[config.mk]
export PLATFORM = sky130hd
export DESIGN_NAME = msk_gf2n_mul_hpc1_pipe_flat
export DESIGN_NICKNAME = d
export VERILOG_FILES = /design/src/rtl/msk_gf2n_mul_hpc1_pipe_if.sv /design/src/rtl/msk_gf2n_mul_hpc1_pipe.sv /design/src/flat_wrapper.sv
export SDC_FILE = /design/constraint.sdc
export NUM_CORES = 1
export LEC_CHECK = 0
export BUFFER_PORTS_ARGS = -buffer_cell sky130_fd_sc_hd__buf_4
export CAP_MARGIN = 15
export CORE_ASPECT_RATIO = 1.5
export CORE_MARGIN = 2
export CORE_UTILIZATION = 40
export CTS_CLUSTER_DIAMETER = 50
export DETAILED_ROUTE_END_ITERATION = 10
export PLACE_DENSITY_LB_ADDON = 0.2
export SYNTH_ARGS = -nofsm -noshare
export SYNTH_HDL_FRONTEND = slang
export SYNTH_SLANG_ARGS = --single-unit
[constraint.sdc]
create_clock -name clk -period 2.15 [get_ports clk]
set_input_delay 0.5375 -clock clk [delete_from_list [all_inputs] [get_ports clk]]
set_output_delay 0.5375 -clock clk [all_outputs]
set_load 0.03 [all_outputs]
[src/rtl/msk_gf2n_mul_hpc1_pipe_if.sv]
// Operand/result bus of the masked GF(2^N) HPC1 multiplier pipeline.
// slave is the multiplier side; master is the producer/consumer side.
interface msk_gf2n_mul_hpc1_pipe_if #(
  parameter int unsigned d     = 2,
  parameter int unsigned N     = 4,
  parameter int unsigned RND_W = N * d * (d - 1) / 2
);
  logic             in_valid;
  logic             in_ready;
  logic [d*N-1:0]   in_a;
  logic [d*N-1:0]   in_b;
  logic [RND_W-1:0] rnd_ref;
  logic [RND_W-1:0] rnd_mul;
  logic             out_valid;
  logic             out_ready;
  logic [d*N-1:0]   out_c;

  modport slave (
    input  in_valid, in_a, in_b, rnd_ref, rnd_mul, out_ready,
    output in_ready, out_valid, out_c
  );

  modport master (
    output in_valid, in_a, in_b, rnd_ref, rnd_mul, out_ready,
    input  in_ready, out_valid, out_c
  );
endinterface

[src/rtl/msk_gf2n_mul_hpc1_pipe.sv]
// Masked d-share GF(2^N) multiplier (HPC1): SNI refresh of B in stage 1, DOM product in stage 2,
// behind a two-stage valid/ready pipe with a global stall.
module msk_gf2n_mul_hpc1_pipe #(
  parameter int unsigned d    = 2,
  parameter int unsigned N    = 4,
  parameter logic [N:0]  POLY = 5'h13
) (
  input  logic                     clk,
  input  logic                     rst,
  msk_gf2n_mul_hpc1_pipe_if.slave  bus
);
  localparam int unsigned RND_W = N * d * (d - 1) / 2;
  localparam int unsigned DN    = d * N;
  localparam int unsigned PW    = 2 * N - 1;

  logic             adv;
  logic [RND_W-1:0] rnd_ref;
  logic [RND_W-1:0] rnd_mul;
  logic [DN-1:0]    b_ref;
  logic [N-1:0]     term;
  logic [d*DN-1:0]  p_new;
  logic [DN-1:0]    out_c;

  logic             v1_d, v1_q, v2_d, v2_q;
  logic [DN-1:0]    a1_d, a1_q, b1_d, b1_q;
  logic [d*DN-1:0]  p_d, p_q;

  // Carry-less product followed by reduction modulo POLY, from the top bit down.
  function automatic logic [N-1:0] gf_mul(input logic [N-1:0] x, input logic [N-1:0] y);
    logic [PW-1:0] prod;
    logic [PW-1:0] poly_ext;
    prod     = '0;
    poly_ext = PW'(POLY);
    for (int i = 0; i < int'(N); i++) begin
      if (y[i]) prod ^= PW'(x) << i;
    end
    for (int k = int'(PW) - 1; k >= int'(N); k--) begin
      if (prod[k]) prod ^= poly_ext << (k - int'(N));
    end
    return prod[N-1:0];
  endfunction

  // Slot of unordered pair (lo<hi) in the packed randomness vectors.
  function automatic int unsigned pair_idx(input int unsigned lo, input int unsigned hi);
    return lo * (2 * d - lo - 1) / 2 + (hi - lo - 1);
  endfunction

  assign rnd_ref = bus.rnd_ref;
  assign rnd_mul = bus.rnd_mul;

  always_comb begin
    adv   = ~v2_q | bus.out_ready;
    b_ref = bus.in_b;
    for (int unsigned i = 0; i < d; i++) begin
      for (int unsigned j = i + 1; j < d; j++) begin
        b_ref[i*N +: N] ^= rnd_ref[pair_idx(i, j)*N +: N];
        b_ref[j*N +: N] ^= rnd_ref[pair_idx(i, j)*N +: N];
      end
    end

    // Each cross term is masked and registered on its own; no share mixing happens here.
    term  = '0;
    p_new = '0;
    for (int unsigned i = 0; i < d; i++) begin
      for (int unsigned j = 0; j < d; j++) begin
        term = gf_mul(a1_q[i*N +: N], b1_q[j*N +: N]);
        if (i < j) term ^= rnd_mul[pair_idx(i, j)*N +: N];
        if (i > j) term ^= rnd_mul[pair_idx(j, i)*N +: N];
        p_new[(i*d+j)*N +: N] = term;
      end
    end

    v1_d = adv ? bus.in_valid : v1_q;
    a1_d = adv ? bus.in_a     : a1_q;
    b1_d = adv ? b_ref        : b1_q;
    v2_d = adv ? v1_q         : v2_q;
    p_d  = adv ? p_new        : p_q;
  end

  always_ff @(posedge clk or posedge rst) begin
    if (rst) begin
      v1_q <= 1'b0;
      a1_q <= '0;
      b1_q <= '0;
      v2_q <= 1'b0;
      p_q  <= '0;
    end else begin
      v1_q <= v1_d;
      a1_q <= a1_d;
      b1_q <= b1_d;
      v2_q <= v2_d;
      p_q  <= p_d;
    end
  end

  // Share compression: only after the stage-2 registers.
  always_comb begin
    out_c = '0;
    for (int unsigned i = 0; i < d; i++) begin
      for (int unsigned j = 0; j < d; j++) begin
        out_c[i*N +: N] ^= p_q[(i*d+j)*N +: N];
      end
    end
  end

  assign bus.out_c     = out_c;
  assign bus.out_valid = v2_q;
  assign bus.in_ready  = adv;
endmodule
[src/flat_wrapper.sv]
// flat-port wrapper written by rule: the top's interface ports become plain ports
module msk_gf2n_mul_hpc1_pipe_flat 
#(
  parameter int unsigned d    = 2,
  parameter int unsigned N    = 4,
  parameter logic [N:0]  POLY = 5'h13
)
  (clk, rst, bus_in_valid, bus_in_a, bus_in_b, bus_rnd_ref, bus_rnd_mul, bus_out_ready, bus_in_ready, bus_out_valid, bus_out_c);
  msk_gf2n_mul_hpc1_pipe_if #(.d(d), .N(N)) bus_i ();
  input  logic clk;
  input  logic rst;
  input wire logic [$bits(bus_i.in_valid)-1:0] bus_in_valid;
  input wire logic [$bits(bus_i.in_a)-1:0] bus_in_a;
  input wire logic [$bits(bus_i.in_b)-1:0] bus_in_b;
  input wire logic [$bits(bus_i.rnd_ref)-1:0] bus_rnd_ref;
  input wire logic [$bits(bus_i.rnd_mul)-1:0] bus_rnd_mul;
  input wire logic [$bits(bus_i.out_ready)-1:0] bus_out_ready;
  output wire logic [$bits(bus_i.in_ready)-1:0] bus_in_ready;
  output wire logic [$bits(bus_i.out_valid)-1:0] bus_out_valid;
  output wire logic [$bits(bus_i.out_c)-1:0] bus_out_c;
  assign bus_i.in_valid = bus_in_valid;
  assign bus_i.in_a = bus_in_a;
  assign bus_i.in_b = bus_in_b;
  assign bus_i.rnd_ref = bus_rnd_ref;
  assign bus_i.rnd_mul = bus_rnd_mul;
  assign bus_i.out_ready = bus_out_ready;
  assign bus_in_ready = bus_i.in_ready;
  assign bus_out_valid = bus_i.out_valid;
  assign bus_out_c = bus_i.out_c;
  msk_gf2n_mul_hpc1_pipe #(.d(d), .N(N), .POLY(POLY)) u_core (.clk(clk), .rst(rst), .bus(bus_i));
endmodule
==> metrics.log, run 1 <==
[metrics] Hold-fix buffers, CTS: 0
[metrics] area of the core: 5828 um2
[metrics] placed wire-length estimate after detailed placement: 3621 um
[metrics] Clock Skew: 4.556 ps
[metrics] worst path bufs/invs: 0
[metrics] via-per-instance ratio: 4.749
[metrics] warnings from Yosys: 0
[metrics] setup-violating endpoint count in the final report: 0
[metrics] detailed-route via count: 1,719
[metrics] leak pwr: 1.413 nW
[metrics] 1st-iter DRT viols: 56
[metrics] hold violation total from the final report: 0
[metrics] Inserted Clock Buffers: 5
[metrics] Synth Area per Inst: 9.207 um2
[metrics] count of input and output buffers: 37
[metrics] row count: 34
[metrics] overall die height: 99.65 um
[metrics] kind of end point of the critical path: flip-flop
[metrics] Post-Route Utilization: 0.4779
[metrics] slew of the pin with the lowest slew margin: 467.6 ps
[metrics] number of diodes: 0
[metrics] required time of the critical path: 2320 ps
[metrics] status: finished, final reports clean
[metrics] fraction of final layout cells with drive strength greater than 1: 0.1759
[metrics] HP Class: input port to async pin
[metrics] TritonCTS clock tree: built
[metrics] Largest stage delay, worst path: 570 ps
[metrics] Num Clock Sinks: 34
[metrics] clk slew on worst S/H paths: 70 ps
[metrics] Net Count, Synth: 293
[metrics] setup slack of the most critical reg-to-reg path: 340 ps
[metrics] starting utilization of the core area: 0.4186
[metrics] final layout net count: 318
[metrics] post-layout min period: 1807 ps
[metrics] Syn Inst Count: 265
[metrics] buffer count from post-CTS setup fixing: 0
[metrics] number of H-tree branching levels: 2
[metrics] Clock Tree Buf Depth: 2
[metrics] Critical Path AT: 1980 ps
[metrics] chain of cells forming the critical path: nand2_1, xor2_2, xnor3_1, mux2_4
[metrics] peak fanout along the critical path: 10
[metrics] Overflow after GRT: 0
[metrics] source-to-sink clock delay at the later pin of the worst-skew pair: 280 ps
[metrics] cell area after synthesis: 2440 um2
[metrics] die boundary width: 67.77 um
[metrics] setup repair after global routing missed its margin: false
[metrics] total instance count after detailed placement: 355
[metrics] commonest non-fill, non-tap cells in the layout: 109 x sky130_fd_sc_hd__nand2_1, 41 x sky130_fd_sc_hd__buf_4, 34 x sky130_fd_sc_hd__dfrtp_1, 22 x sky130_fd_sc_hd__xnor2_1, 18 x sky130_fd_sc_hd__xnor3_1
[metrics] master cell of the clock root buffer: sky130_fd_sc_hd__clkbuf_8
[metrics] total DRC errors in the routed layout: 0
[metrics] period utilization: 0.8404
[metrics] startpoint types: flip-flop
[metrics] power density normalized to cell area: 1143 nW/um2
[metrics] leading cell type in the layout, fill and taps excluded: sky130_fd_sc_hd__nand2_1
[metrics] number of gates given a new drive strength after cts: 0
[metrics] number of nets with antenna violations after detailed routing: 0
[metrics] number of top-level pins: 38
[metrics] aggregate global-route resource usage: 0.1703
[metrics] Die Outline Area: 6753 um2
[metrics] Worst R2R Path Depth: 4
[metrics] standard cell with the maximum stage delay on the critical path: sky130_fd_sc_hd__dfrtp_1
[metrics] detailed-routing iteration count for the pre-antenna-repair pass: 4
[metrics] post-route setup TNS: 0 ps
[metrics] vias in the first global route: 1,800
[metrics] area growth from synthesis to final layout: 14.15%
[metrics] post-detailed-route wirelength per cell: 13.80 um
[metrics] family of cells with the greatest summed delay on the critical path: XOR/XNOR gates
[metrics] Setup Crit Path Kind: flip-flop to flip-flop
[metrics] gpl congestion: 0.8038
[metrics] distinct cell type count after synthesis: 27
[metrics] sequential-to-total area share from yosys stat: 0.3487
[metrics] Max Fclk: 553.5 MHz
[metrics] first-pass GRT wire length: 8597 um
[metrics] Seq cells post-synth: 34
[metrics] final max-slew violation count: 0
[metrics] pin count of the biggest net entering global routing: 52
[metrics] Worst slew margin: 0.6882
[metrics] wire length after detailed routing: 4996 um
[metrics] IR drop worst, VDD: 0.6397 mV
[metrics] max-cap check violation count: 0
[metrics] terminus of the critical flop-to-flop path: u_core.p_q[6]$_DFFE_PP0P_
[metrics] initial antenna violation count: 0
[metrics] reg-to-reg startpoint: u_core.b1_q[6]$_DFFE_PP0P_
[metrics] non-filler cells in the finished layout: 362
worst max-delay path by stage:
stage                     depth (start not counted)                        end                        startpoint
final                                             4  u_core.p_q[6]$_DFFE_PP0P_        u_core.b1_q[6]$_DFFE_PP0P_
after CTS                                         4  u_core.p_q[6]$_DFFE_PP0P_        u_core.b1_q[6]$_DFFE_PP0P_
after global placement                            4  u_core.p_q[6]$_DFFE_PP0P_        u_core.b1_q[6]$_DFFE_PP0P_
after floorplan                                   4               bus_in_ready  u_core.bus.out_valid$_DFFE_PP0P_
after global routing                              4  u_core.p_q[6]$_DFFE_PP0P_        u_core.b1_q[6]$_DFFE_PP0P_
after detailed placement                          4  u_core.p_q[6]$_DFFE_PP0P_        u_core.b1_q[6]$_DFFE_PP0P_
tightest hold or removal path, stage by stage:
cell	delay [ps]
sky130_fd_sc_hd__buf_4	110
sky130_fd_sc_hd__inv_1	40
sky130_fd_sc_hd__buf_4	390
final cells by class:
cell class	count	area (um2)
flip-flops and latches	34	850.8
inverters	2	7.507
clock buffers	7	76.32
multi-input cells	206	1453
fillers	562	3043
well taps	72	90.09
repair buffers	41	307.8
registers in the layout, summed over array words and instances (netlist names):
| signal | flops |
|---|---|
| u_core.a1_q | 8 |
| u_core.b1_q | 8 |
| u_core.p_q | 16 |
| u_core.v1_q | 1 |
| u_core.bus.out_valid | 1 |
metal layers:
metal  GRT usage  vias up  part of all wire
li1            -      875                 -
met1      0.2015      817              0.42
met2      0.3002       22              0.53
met3     0.03281        5             0.032
met4     0.05846        0             0.015
met5           0        -                 0
stage by stage:
stage	area, um2	setup slack (ps)	total power [mW]	hold WS (ps)
after floorplan	2440	183.6	2.328	430.0
after global placement	2709	379.0	2.747	440.3
after detailed placement	2709	349.2	2.769	445.2
after CTS	2785	335.8	3.221	370.1
after global routing	2785	245.4	3.393	411.8
final	2785	343.2	3.183	353.6
report_power, final:
part | internal (mW) | switching (mW)
sequential | 0.844 | 0.247
combinational | 0.855 | 0.791
clock | 0.223 | 0.223
synth_stat cells:
cell | number | share of area
sky130_fd_sc_hd__a21oi_1 | 2 | 0.0041
sky130_fd_sc_hd__a221oi_1 | 1 | 0.0036
sky130_fd_sc_hd__buf_2 | 7 | 0.014
sky130_fd_sc_hd__buf_4 | 3 | 0.0092
sky130_fd_sc_hd__buf_6 | 4 | 0.018
sky130_fd_sc_hd__clkbuf_1 | 9 | 0.014
sky130_fd_sc_hd__dfrtp_1 | 34 | 0.35
sky130_fd_sc_hd__inv_1 | 2 | 0.0031
sky130_fd_sc_hd__mux2_1 | 1 | 0.0046
sky130_fd_sc_hd__mux2_4 | 1 | 0.0062
sky130_fd_sc_hd__nand2_1 | 109 | 0.17
sky130_fd_sc_hd__nand2_2 | 1 | 0.0026
sky130_fd_sc_hd__nand2b_1 | 1 | 0.0026
sky130_fd_sc_hd__nand3b_1 | 1 | 0.0031
sky130_fd_sc_hd__nand4bb_1 | 1 | 0.0046
sky130_fd_sc_hd__nor2_1 | 2 | 0.0031
sky130_fd_sc_hd__nor2b_1 | 3 | 0.0077
sky130_fd_sc_hd__nor4bb_1 | 1 | 0.0041
sky130_fd_sc_hd__o211ai_1 | 1 | 0.0031
sky130_fd_sc_hd__o21ai_0 | 13 | 0.027
sky130_fd_sc_hd__o21ai_1 | 8 | 0.016
sky130_fd_sc_hd__xnor2_1 | 22 | 0.079
sky130_fd_sc_hd__xnor3_1 | 18 | 0.17
sky130_fd_sc_hd__xnor3_2 | 1 | 0.0097
sky130_fd_sc_hd__xor2_1 | 17 | 0.061
sky130_fd_sc_hd__xor2_2 | 1 | 0.0067
sky130_fd_sc_hd__xor3_1 | 1 | 0.0097
kinds of logic (layout without fill, tap and decap cells):
logic type,count (synthesis),count (layout),synth area share
compound gates,25,25,0.05385
mux,2,2,0.01077
simple gates,119,119,0.1954
flops,34,34,0.3487
buf+inv,25,50,0.05897
xor+xnor,60,60,0.3323
(Power assumes the default switching activity.)
==> run 2: changes to the inputs <==
ABC_AREA = 1   (was unset)
clock period = 1.6 ns   (was 2.15 ns; I/O delays follow)
==> metrics.log, run 2 <==
[metrics] status: finished, final reports clean
[metrics] fraction of the mapped netlist area in simple logic gates: 0.3791
[metrics] commonest non-fill, non-tap cells in the layout: 190 x sky130_fd_sc_hd__nand2_1, 39 x sky130_fd_sc_hd__buf_4, 37 x sky130_fd_sc_hd__nand3_1, 31 x sky130_fd_sc_hd__inv_1, 28 x sky130_fd_sc_hd__dfrtp_1
[metrics] Seq cells post-synth: 34
[metrics] HP Class: input port to async pin
[metrics] Syn Inst Count: 394
[metrics] count of input and output buffers: 37
[metrics] most frequently used cell type in the post-synthesis netlist: sky130_fd_sc_hd__nand2_1
[metrics] Inserted Clock Buffers: 5
[metrics] vias in the first global route: 2,116
[metrics] Worst R2R Path Depth: 8
[metrics] Worst slew margin: 0.7035
[metrics] slew of the pin with the lowest slew margin: 444.8 ps
[metrics] source-to-sink clock delay at the later pin of the worst-skew pair: 300 ps
[metrics] most used flip-flop cell after synthesis: sky130_fd_sc_hd__dfrtp_1
[metrics] Clock Skew: 13.34 ps
[metrics] wire length after detailed routing: 5534 um
[metrics] aggregate global-route resource usage: 0.1655
[metrics] number of diodes: 0
[metrics] setup slack after placement: 150.1 ps
[metrics] required time of the critical path: 1200 ps
[metrics] gpl congestion: 0.8169
[metrics] Critical Path AT: 1110 ps
[metrics] Clock Tree Buf Depth: 2
[metrics] largest registers: u_core.p_q: 16 flops, u_core.a1_q: 8 flops, u_core.b1_q: 8 flops
[metrics] multiplexer share of the synthesized area: 0
[metrics] main area contributors after synthesis: sky130_fd_sc_hd__dfrtp_1 33%, sky130_fd_sc_hd__nand2_1 27%, sky130_fd_sc_hd__xnor2_1 8.8%, sky130_fd_sc_hd__xor2_1 8.8%, sky130_fd_sc_hd__nand3_1 7.1%
[metrics] fraction of the mapped netlist area in compound gates: 0.02312
[metrics] max-cap check violation count: 0
[metrics] setup-violating endpoint count in the final report: 0
[metrics] cell taking the most area after synthesis: sky130_fd_sc_hd__dfrtp_1
[metrics] post-layout min period: 1510 ps
[metrics] fraction of post-synthesis cell area in the top cell type by area: 0.3276
[metrics] first-pass GRT wire length: 9508 um
[metrics] number of top-level pins: 38
[metrics] distinct cell type count after synthesis: 18
[metrics] Die Outline Area: 7168 um2
[metrics] Synth Area per Inst: 6.593 um2
[metrics] starting utilization of the core area: 0.4061
[metrics] row count: 36
[metrics] XOR/XNOR Fraction of Synth Area: 0.1753
[metrics] number of H-tree branching levels: 2
[metrics] setup repair after global routing missed its margin: false
[metrics] cell area after synthesis: 2597 um2
[metrics] initial antenna violation count: 0
[metrics] area growth from synthesis to final layout: 14.84%
[metrics] hold violation total from the final report: 0
[metrics] warnings from Yosys: 0
[metrics] final setup margin: 89.99 ps
[metrics] leak pwr: 1.579 nW
[metrics] die boundary width: 69.80 um
[metrics] Pwr Total: 4.107 mW
[metrics] final layout net count: 447
[metrics] Setup Crit Path Kind: flip-flop to output pin
[metrics] detailed-routing iteration count for the pre-antenna-repair pass: 4
[metrics] power density normalized to cell area: 1377 nW/um2
[metrics] post-route setup TNS: 0 ps
[metrics] area of the core: 6396 um2
[metrics] IR drop worst, VDD: 0.7653 mV
[metrics] flip-flop count of the largest register, all copies and words added: 16
[metrics] number of nets with antenna violations after detailed routing: 0
[metrics] share of synthesized cell area in full adder, half adder and majority cells: 0
[metrics] number of enable flip-flop cells after synthesis: 0
[metrics] clk slew on worst S/H paths: 80 ps
[metrics] leading cell type in the layout, fill and taps excluded: sky130_fd_sc_hd__nand2_1
[metrics] pin count of the biggest net entering global routing: 43
[metrics] Net Count, Synth: 422
[metrics] overall die height: 102.7 um
[metrics] period utilization: 0.9438
[metrics] via-per-instance ratio: 4.692
[metrics] kind of end point of the critical path: output pin
[metrics] 1st-iter DRT viols: 99
[metrics] startpoint types: flip-flop
[metrics] peak fanout along the critical path: 2
[metrics] total DRC errors in the routed layout: 0
[metrics] fraction of final layout cells with drive strength greater than 1: 0.1333
[metrics] Non-Filler Cell Area, Final: 2983 um2
[metrics] placed wire-length estimate after detailed placement: 3948 um
[metrics] main combinational cell family by area after synthesis: simple AND/OR/NAND/NOR gates
[metrics] Max Fclk: 662.2 MHz
[metrics] TritonCTS clock tree: built
[metrics] most common library cells after synthesis: 190 x sky130_fd_sc_hd__nand2_1, 37 x sky130_fd_sc_hd__nand3_1, 34 x sky130_fd_sc_hd__dfrtp_1
[metrics] Num Clock Sinks: 34
[metrics] Overflow after GRT: 0
[metrics] worst hold-check slack: 201.1 ps
[metrics] register bank with the most flops: u_core.p_q
[metrics] detailed-route via count: 2,327
[metrics] FFs w/ async S/R, synth: 1.000
[metrics] Placement Cell Area: 2879 um2
[metrics] master cell of the clock root buffer: sky130_fd_sc_hd__clkbuf_8
[metrics] final max-slew violation count: 0
[metrics] Hold-fix buffers, CTS: 0
[metrics] post-detailed-route wirelength per cell: 11.16 um
[metrics] sequential-to-total area share from yosys stat: 0.3276
## run 2: cells by family (layout without fill, tap and decap cells)
| group | Yosys count | after routing |
|---|---|---|
| compound gates | 12 | 12 |
| xor+xnor | 52 | 52 |
| buf+inv | 54 | 80 |
| flops | 34 | 34 |
| simple gates | 242 | 242 |
## run 2: metal layers
metal	global-route usage	vias to the layer above	wire length (um)
met5	0	-	0
met4	0.05769	0	80
met3	0.03030	5	176
met2	0.3026	35	2845
met1	0.1948	1045	2433
li1	-	1242	-
## run 2: stage by stage
step                cells  utilization
detailed placement    488       0.4501
floorplan             394            -
finish                496       0.4664
global route          496       0.4664
global placement      488       0.4501
CTS                   496       0.4644
## run 2: critical path, cell delays in order, from the launching register on
cell and delay (ps):
sky130_fd_sc_hd__dfrtp_1 370, sky130_fd_sc_hd__inv_1 80, sky130_fd_sc_hd__nor2_4 120, sky130_fd_sc_hd__clkinv_1 90, sky130_fd_sc_hd__buf_4 170
## run 2: path summary, 6_finish.rpt
path	startpoint	end	slack, ps
worst max-delay path	u_core.bus.out_valid$_DFFE_PP0P_	bus_in_ready	90
worst min-delay path	rst	u_core.b1_q[2]$_DFFE_PP0P_	200
worst max register to register	u_core.b1_q[2]$_DFFE_PP0P_	u_core.p_q[0]$_DFFE_PP0P_	160
worst min register to register	u_core.v1_q$_DFFE_PP0P_	u_core.bus.out_valid$_DFFE_PP0P_	450
max in group asynchronous	rst	u_core.a1_q[6]$_DFFE_PP0P_	1050
min in group clk	bus_in_a[1]	u_core.a1_q[1]$_DFFE_PP0P_	290
## run 2: timing repair
| item | 4_1_cts | 5_1_grt |
|---|---|---|
| resized for setup | 0 | 7 |
| buffers inserted | 0 | 0 |
| endpoints found under the setup margin | 0 | 5 |
## run 2: power by group
group          internal (mW)  switching (mW)
clock network          0.347           0.321
logic                  0.822            1.18
registers               1.11           0.324
## run 2: final cells by class
type / count / area (um2)
well taps: 76 / 95.09
flip-flops and latches: 34 / 858.3
multi-input cells: 306 / 1505
clock inverters: 1 / 5.005
fillers: 698 / 3413
inverters: 32 / 120.1
clock buffers: 7 / 86.33
repair buffers: 40 / 312.8
